## src/rtl/regfile_wb_sched.sv

```systemverilog
// Write-back scheduler: one regfile write port shared by a fixed-priority primary
// and round-robin secondaries, with a wait counter that throttles the primary.
module regfile_wb_sched #(
    parameter int width_p           = 32,
    parameter int els_p             = 32,
    parameter int num_req_p         = 3,
    parameter int max_wait_p        = 8,
    parameter bit x0_tied_to_zero_p = 1'b1,
    localparam int addr_width_lp    = (els_p > 1) ? $clog2(els_p) : 1
) (
    input  logic                                    clk_i,
    input  logic                                    reset_i,
    input  logic                                    pri_v_i,
    input  logic [addr_width_lp-1:0]                pri_addr_i,
    input  logic [width_p-1:0]                      pri_data_i,
    output logic                                    pri_ready_o,
    input  logic [num_req_p-1:0]                    req_v_i,
    input  logic [num_req_p-1:0][addr_width_lp-1:0] req_addr_i,
    input  logic [num_req_p-1:0][width_p-1:0]       req_data_i,
    output logic [num_req_p-1:0]                    req_yumi_o,
    output logic                                    w_v_o,
    output logic [addr_width_lp-1:0]                w_addr_o,
    output logic [width_p-1:0]                      w_data_o
);
    localparam int ptr_w = (num_req_p > 1) ? $clog2(num_req_p) : 1;
    localparam int cnt_w = (max_wait_p > 1) ? $clog2(max_wait_p + 1) : 1;

    logic [ptr_w-1:0]         rr_ptr;
    logic [cnt_w-1:0]         wait_cnt;
    logic                     throttle_r;

    logic                     sec_found;
    logic [ptr_w-1:0]         sec_idx;
    logic [ptr_w:0]           cand;
    logic                     pri_gnt, sec_gnt, blocked, drop;
    logic [addr_width_lp-1:0] gnt_addr;
    logic [width_p-1:0]       gnt_data;

    // Rotating search starting at rr_ptr; the extra bit on cand covers the wrap.
    always_comb begin
        sec_found = 1'b0;
        sec_idx   = '0;
        cand      = '0;
        for (int i = 0; i < num_req_p; i++) begin
            cand = {1'b0, rr_ptr} + (ptr_w+1)'(i);
            if (cand >= (ptr_w+1)'(num_req_p))
                cand = cand - (ptr_w+1)'(num_req_p);
            if (!sec_found && req_v_i[cand[ptr_w-1:0]]) begin
                sec_found = 1'b1;
                sec_idx   = cand[ptr_w-1:0];
            end
        end
    end

    assign pri_ready_o = ~throttle_r & ~reset_i;
    assign pri_gnt     = pri_v_i & pri_ready_o;
    assign sec_gnt     = ~pri_gnt & sec_found & ~reset_i;
    assign req_yumi_o  = sec_gnt ? (num_req_p'(1) << sec_idx) : '0;
    assign blocked     = (|req_v_i) & ~sec_gnt;
    assign gnt_addr    = pri_gnt ? pri_addr_i : req_addr_i[sec_idx];
    assign gnt_data    = pri_gnt ? pri_data_i : req_data_i[sec_idx];
    // x0 writes complete the handshake but never reach the regfile.
    assign drop        = x0_tied_to_zero_p && (gnt_addr == '0);

    always_ff @(posedge clk_i) begin
        if (reset_i) begin
            w_v_o      <= 1'b0;
            w_addr_o   <= '0;
            w_data_o   <= '0;
            rr_ptr     <= '0;
            wait_cnt   <= '0;
            throttle_r <= 1'b0;
        end else begin
            if (pri_gnt || sec_gnt) begin
                w_v_o    <= ~drop;
                w_addr_o <= gnt_addr;
                w_data_o <= gnt_data;
            end else begin
                w_v_o <= 1'b0;
            end

            if (sec_gnt)
                rr_ptr <= (sec_idx == ptr_w'(num_req_p - 1)) ? '0 : sec_idx + ptr_w'(1);

            if (blocked) begin
                if (wait_cnt != cnt_w'(max_wait_p))
                    wait_cnt <= wait_cnt + cnt_w'(1);
                if (wait_cnt == cnt_w'(max_wait_p - 1))
                    throttle_r <= 1'b1;
            end else begin
                wait_cnt   <= '0;
                throttle_r <= 1'b0;
            end
        end
    end
endmodule
```

## config.mk

```make
export PLATFORM = sky130hd
export DESIGN_NAME = regfile_wb_sched
export DESIGN_NICKNAME = d
export VERILOG_FILES = /design/src/rtl/regfile_wb_sched.sv
export SDC_FILE = /design/constraint.sdc
export NUM_CORES = 1
export LEC_CHECK = 0
export ABC_CLOCK_PERIOD_IN_PS = 2700
export CORE_MARGIN = 2
export CORE_UTILIZATION = 38
export CTS_CLUSTER_SIZE = 25
export DETAILED_ROUTE_END_ITERATION = 8
export PLACE_DENSITY = 0.82
export SYNTH_ARGS = -nofsm -noshare
export SYNTH_HDL_FRONTEND = slang
export SYNTH_SLANG_ARGS = --single-unit
```

## constraint.sdc

```tcl
create_clock -name clk_i -period 2.7 [get_ports clk_i]
set_input_delay 0.54 -clock clk_i [delete_from_list [all_inputs] [get_ports clk_i]]
set_output_delay 0.54 -clock clk_i [all_outputs]
set_load 0.02 [all_outputs]
```

# --- After elaboration in Yosys (flattened, before gate mapping) ---
# Index checks and enable logic that the tools add are counted.
totals:
  register_bits: 45
  output_inout_bits: 42
  elab_cells: 68
classes:
  addsub: 7
  order_cmp: 7
  n_eq_ne: 3
  shifts: 1
  mux: 23
  bitwise_logic: 12
  reduce_logical: 9
ops:
  columns: ["operator", "n"]
  rows:
  - ["$bmux 32 s2", 1]
  - ["$mux 32", 2]
  - ["$mux 2", 7]
  - ["$lt 2x3->1 const B", 4]
  - ["$bmux 5 s2", 1]
  - ["$mux 5", 2]
  - ["$not 1->1", 7]
  - ["$bmux 1 s2", 3]
  - ["$ge 3x2->1 const B", 2]
  - ["$mux 1", 6]
  - ["$sub 2x2->2 const B", 3]
  - ["$and 1x1->1", 5]
  - ["$logic_not 5->1", 1]
  - ["$add 4x1->4 const B", 1]
  - ["$eq 4x3->1 const B", 1]
  - ["$ne 4x4->1 const B", 1]
  - ["$reduce_or 2->1", 2]
  - ["$add 2x1->3 const B", 1]
  - ["$add 2x2->3 const B", 1]
  - ["$mux 3", 1]
  - ["$reduce_or 3->1", 1]
  - ["$shl 1x2->3 const A", 1]
  - ["$add 2x1->2 const B", 1]
  - ["$eq 2x2->1 const B", 1]
  - ["4 further kinds", 6]

# --- Logic depth before layout (Yosys ltp) ---
logic_depth:
  word_depth: 17
  depth_mapped: 13
  ltp_nobuf: 9

# --- Worst setup path after synthesis ---
# OpenSTA, ideal clock, no wires.
synth_timing:
  kind: "reg-to-output"
  from: "register rr_ptr[0]"
  to: "output port req_yumi_o[2]"
  t_arrival_ns: 2.194
  setup_slack_ns: -0.034
  path_stages_with_launch: 11
  path_buffers: 4
  cell_sequence: "dfxtp_1 > inv_1 > ha_1 > buf_2 > or2_1 > a211o_1 > and2_4 > buf_6 > buf_6 > buf_6 > nor2_1"
synth_via:
  elab_chain_cells: 14
synth_rtl:
  columns: ["element", "line", "source"]
  rows:
  - ["start: declaration", "28", "logic [ptr_w-1:0] rr_ptr;"]
  - ["start signal: assignment", "83", "rr_ptr <= (sec_idx == ptr_w'(num_req_p - 1)) ? '0 : sec_idx + ptr_w'(1);"]
  - ["parallel branches: the longest is 13 deep, another holds $add 2x1->3", null, null]
  - ["$mux 3 *", "58", "assign req_yumi_o = sec_gnt ? (num_req_p'(1) << sec_idx) : '0;"]
  - ["end: declaration", "20", "output logic [num_req_p-1:0] req_yumi_o,"]
# Every way passes the cells marked *. The select of a mux whose other input is x is not followed.

# --- Worst setup path in the final report ---
layout_timing:
  from: "register rr_ptr[0]"
  to: "output port req_yumi_o[1]"
# The elaborated chain is that of the path after synthesis.

==> summary.md <==
| Metric | Value |
|---|---|
| Outcome | `finished, violations left` |
| Failing checks | `negative setup slack` |
| Hold-fix buffers, CTS | `0` |
| Synth Area in Simple Gates | `0.228` |
| Slowest stage cell, crit path | `dfxtp_4` |
| Setup Skew | `0.0118 ns` |
| Post-route cell area | `between 5000 and 6000 µm²` |
| Pleak | `around 2.3 nW` |
| Die width | `roughly 95 µm` |
| DRT antenna net count | `0` |
| Flops & latches, synth | `45` |
| CP Launch Type | `flop` |
| RSZ-0062 raised after global routing | `yes` |
| Pwr/cell area | `1040 nW/µm²` |
| FP Rows | `33` |
| DRT Wirelength | `between 10,000 and 15,000 µm` |
| Maximum Capacitance Violations | `0` |
| Clk buf depth | `2` |
| Multi-input gate area in the final layout | `approximately 2100 µm²` |
| Antenna Cells | `0` |
| Worst-path clk slew | `~0.080 ns` |
| Total CTS buffers | `5` |
| Critical path's largest stage delay | `0.37 ns` |
| Final worst setup slack | `-0.0262 ns` |
| Placer's final routability congestion estimate | `0.946` |
| Register area | `around 910 µm²` |
| Clock Tree Root | `clkbuf_8` |
| Distinct cells, synth | `38` |
| Post-synth ARST share | `0` |
| Dpl cell area | `roughly 5300 µm²` |
| Worst-path maximum fanout | `3` |
| Hold Violations, Final | `0` |
| Vias | `around 3,700` |
| Ports | `196` |
| Global-route wire length before repair | `16,200 µm` |
| Vias per cell | `5.27` |
| Max frequency | `about 0.37 GHz` |
| Slew Limit Fails | `0` |
| Critical path cell sequence | `buf_4 -> ha_4 -> nand3b_1 -> o21a_1 -> nor2b_4 -> mux2_4 -> a22o_1 -> nor2_1 -> buf_4` |
| Critical Setup Path Class | `reg -> out` |
| Drt drc | `0` |
| Initial DRC Count | `between 90 and 100` |
| Mapped Avg Cell Area | `about 8 µm²` |
| Post-synthesis mux area share | `0.129` |
| Fin crit period | `roughly 2.7 ns` |
| PortBufs | `around 200` |
| Headroom to the max-slew limit | `0.585` |
| Initial antenna violation count | `0` |
| Most numerous cell in the Yosys netlist | `nor2_1` |
| Required @ worst endpoint | `2.16 ns` |
| Register area share after synthesis | `0.285` |
| Cell area after synthesis | `3160 µm²` |
| DR WL/cell | `around 16 µm` |
| Top cells by area, synth | `dfxtp_1 (29%), mux2i_1 (11%), a211o_1 (9.2%)` |
| P&R area growth vs syn | `75.9%` |
| Layout cells sized above 1 | `0.149` |
| Largest net degree at the start of global routing | `63` |
| GRT Total Usage | `0.226` |
| Synthesized Nets | `551` |
| Worst-Margin Slew | `~0.62 ns` |
| Sink Count | `between 40 and 50` |
| Crit path capture type | `primary output` |
| Worst VDD drop | `between 0.0006 and 0.0007 V` |
| Commonest cells post-synth | `nor2_1 (75), dfxtp_1 (45), mux2i_1 (35)` |
| Synth Flop Type | `dfxtp_1` |
| Area of the placeable core | `8130 µm²` |
| Setup TNS | `-0.0289 ns` |
| Post-synth EDFFs | `0` |
| Vias in the first global route | `3,513` |
| Skew-Pair Late Insertion Delay | `between 0.2 and 0.3 ns` |
| Fin crit share | `1.01` |
| Min-delay worst type | `reg -> reg` |
| Share of the synthesized area in the top cell type | `0.285` |
| Main combinational cell family by area after synthesis | `compound AO/OA/AOI/OAI gates` |
| Initial Util | `0.388` |
| Compound-gate portion of the synthesized area | `0.260` |
| Synth Area in Adders | `0.0238` |
| Final setup viols | `2` |
| TritonRoute pass-1 iters | `4` |
| Area leader, netlist | `dfxtp_1` |
| Data arrival, critical path | `about 2.2 ns` |
| Post-Synth XOR/XNOR Area | `0.00555` |
| Fillcell total | `between 600 and 700` |
| H-tree depth | `2` |
| Post-DP HPWL | `8490 µm` |
| DIE HEIGHT | `95.1 µm` |
| Nets | `757` |
| Ys Warns | `0` |
| Post-layout util | `0.683` |
| CTS tree | `built` |
| Die area | `9050 µm²` |
| Gate Count Post-Synth | `about 390` |
| Total congestion overflow | `0` |
| CP dominant cell by count | `buf_4` |
-- final timing paths --
path                    to  slack (ns)        from  cells after the start
min             throttle_r        0.48  throttle_r                      2
min reg2reg     throttle_r        0.48  throttle_r                      2
max          req_yumi_o[1]       -0.03   rr_ptr[0]                      9
max reg2reg          w_v_o        0.02   rr_ptr[0]                     13
-- worst max-delay path: cells and delay by family, from the launching register on --
| kind | cells | cell delay [ns] |
|---|---|---|
| flip-flops | 1 | 0.37 |
| multiplexers | 1 | 0.26 |
| buffers and inverters | 2 | 0.30 |
| AO/OA/AOI/OAI | 2 | 0.40 |
| adder cells (fa/ha/maj) | 1 | 0.15 |
| AND/OR/NAND/NOR | 3 | 0.42 |
-- state kept, by name (all words and copies together), names as in the netlist --
register	flops
rr_ptr	2
throttle_r	1
w_addr_o	5
w_data_o	32
w_v_o	1
wait_cnt	4
-- timing repair --
item | in CTS | in global routing
cloned | 0 | 0
setup endpoints to repair | 4 | 36
setup buffers | 3 | 0
gates resized for setup | 37 | 9
pin swaps | 5 | 6
-- logic make-up (layout without fill, tap and decap cells) --
| family | count (synthesis) | count (layout) |
|---|---|---|
| simple gates | 146 | 146 |
| fa+ha+maj | 6 | 6 |
| compound gates | 112 | 112 |
| buf+inv | 40 | 247 |
| xor+xnor | 2 | 2 |
| mux | 40 | 40 |
| flops | 45 | 45 |
-- report_power, final --
group	internal, mW	switching [mW]
registers	0.960	0.153
clock network	0.179	0.232
logic	2.10	2.14
total	3.24	2.53
-- metal layers --
layer / track usage / wire length, µm / up-vias
met5: 0 / 0 / -
met3: 0.0545 / 895 / 11
li1: - / - / 1829
met2: 0.424 / 5810 / 150
met4: 0.0411 / 116 / 0
met1: 0.260 / 4310 / 1717
-- per-stage QoR --
step	hold slack (ns)	setup WS, ns	power (mW)	cells
2_1_floorplan	0.437	0.0508	3.71	391
3_3_place_gp	0.455	-0.601	5.02	692
3_5_place_dp	0.461	-0.699	5.13	692
4_1_cts	0.481	0.00229	5.68	703
5_1_grt	0.501	-0.101	6.14	703
6_report	0.475	-0.0262	5.77	703
-- cell type report --
type,instances,area share
clock buffers,5,0.0124
clock inverters,3,0.00316
inverters,5,0.00338
multi-input cells,306,0.385
flip-flops and latches,45,0.163
well taps,105,0.0237
repair buffers,234,0.409
-- cell usage in the layout (no fill, tap or decap), types with 2 or more instances in the layout --
cell type        count
clkbuf_8             5
clkinv_2             2
mux2i_2              2
clkdlybuf4s50_1    189
a21oi_2              3
dlygate4sd2_1        3
a21oi_1             16
nor2_1              73
inv_2                2
nand3_1              6
and3_1               3
or3_1                2
buf_12               2
inv_1                3
ha_4                 3
ha_1                 2
buf_4               37
nor2b_1              2
mux2_2               4
nand2_1             16
and2_1               2
nand3b_1            28
a31oi_1             28
nand2_2              2
buf_6                3
dfxtp_1             43
a211oi_2            10
mux2i_1             33
a211o_1             33
o21ai_0             14
xnor2_1              2
Power figures use the tool's default switching activity.
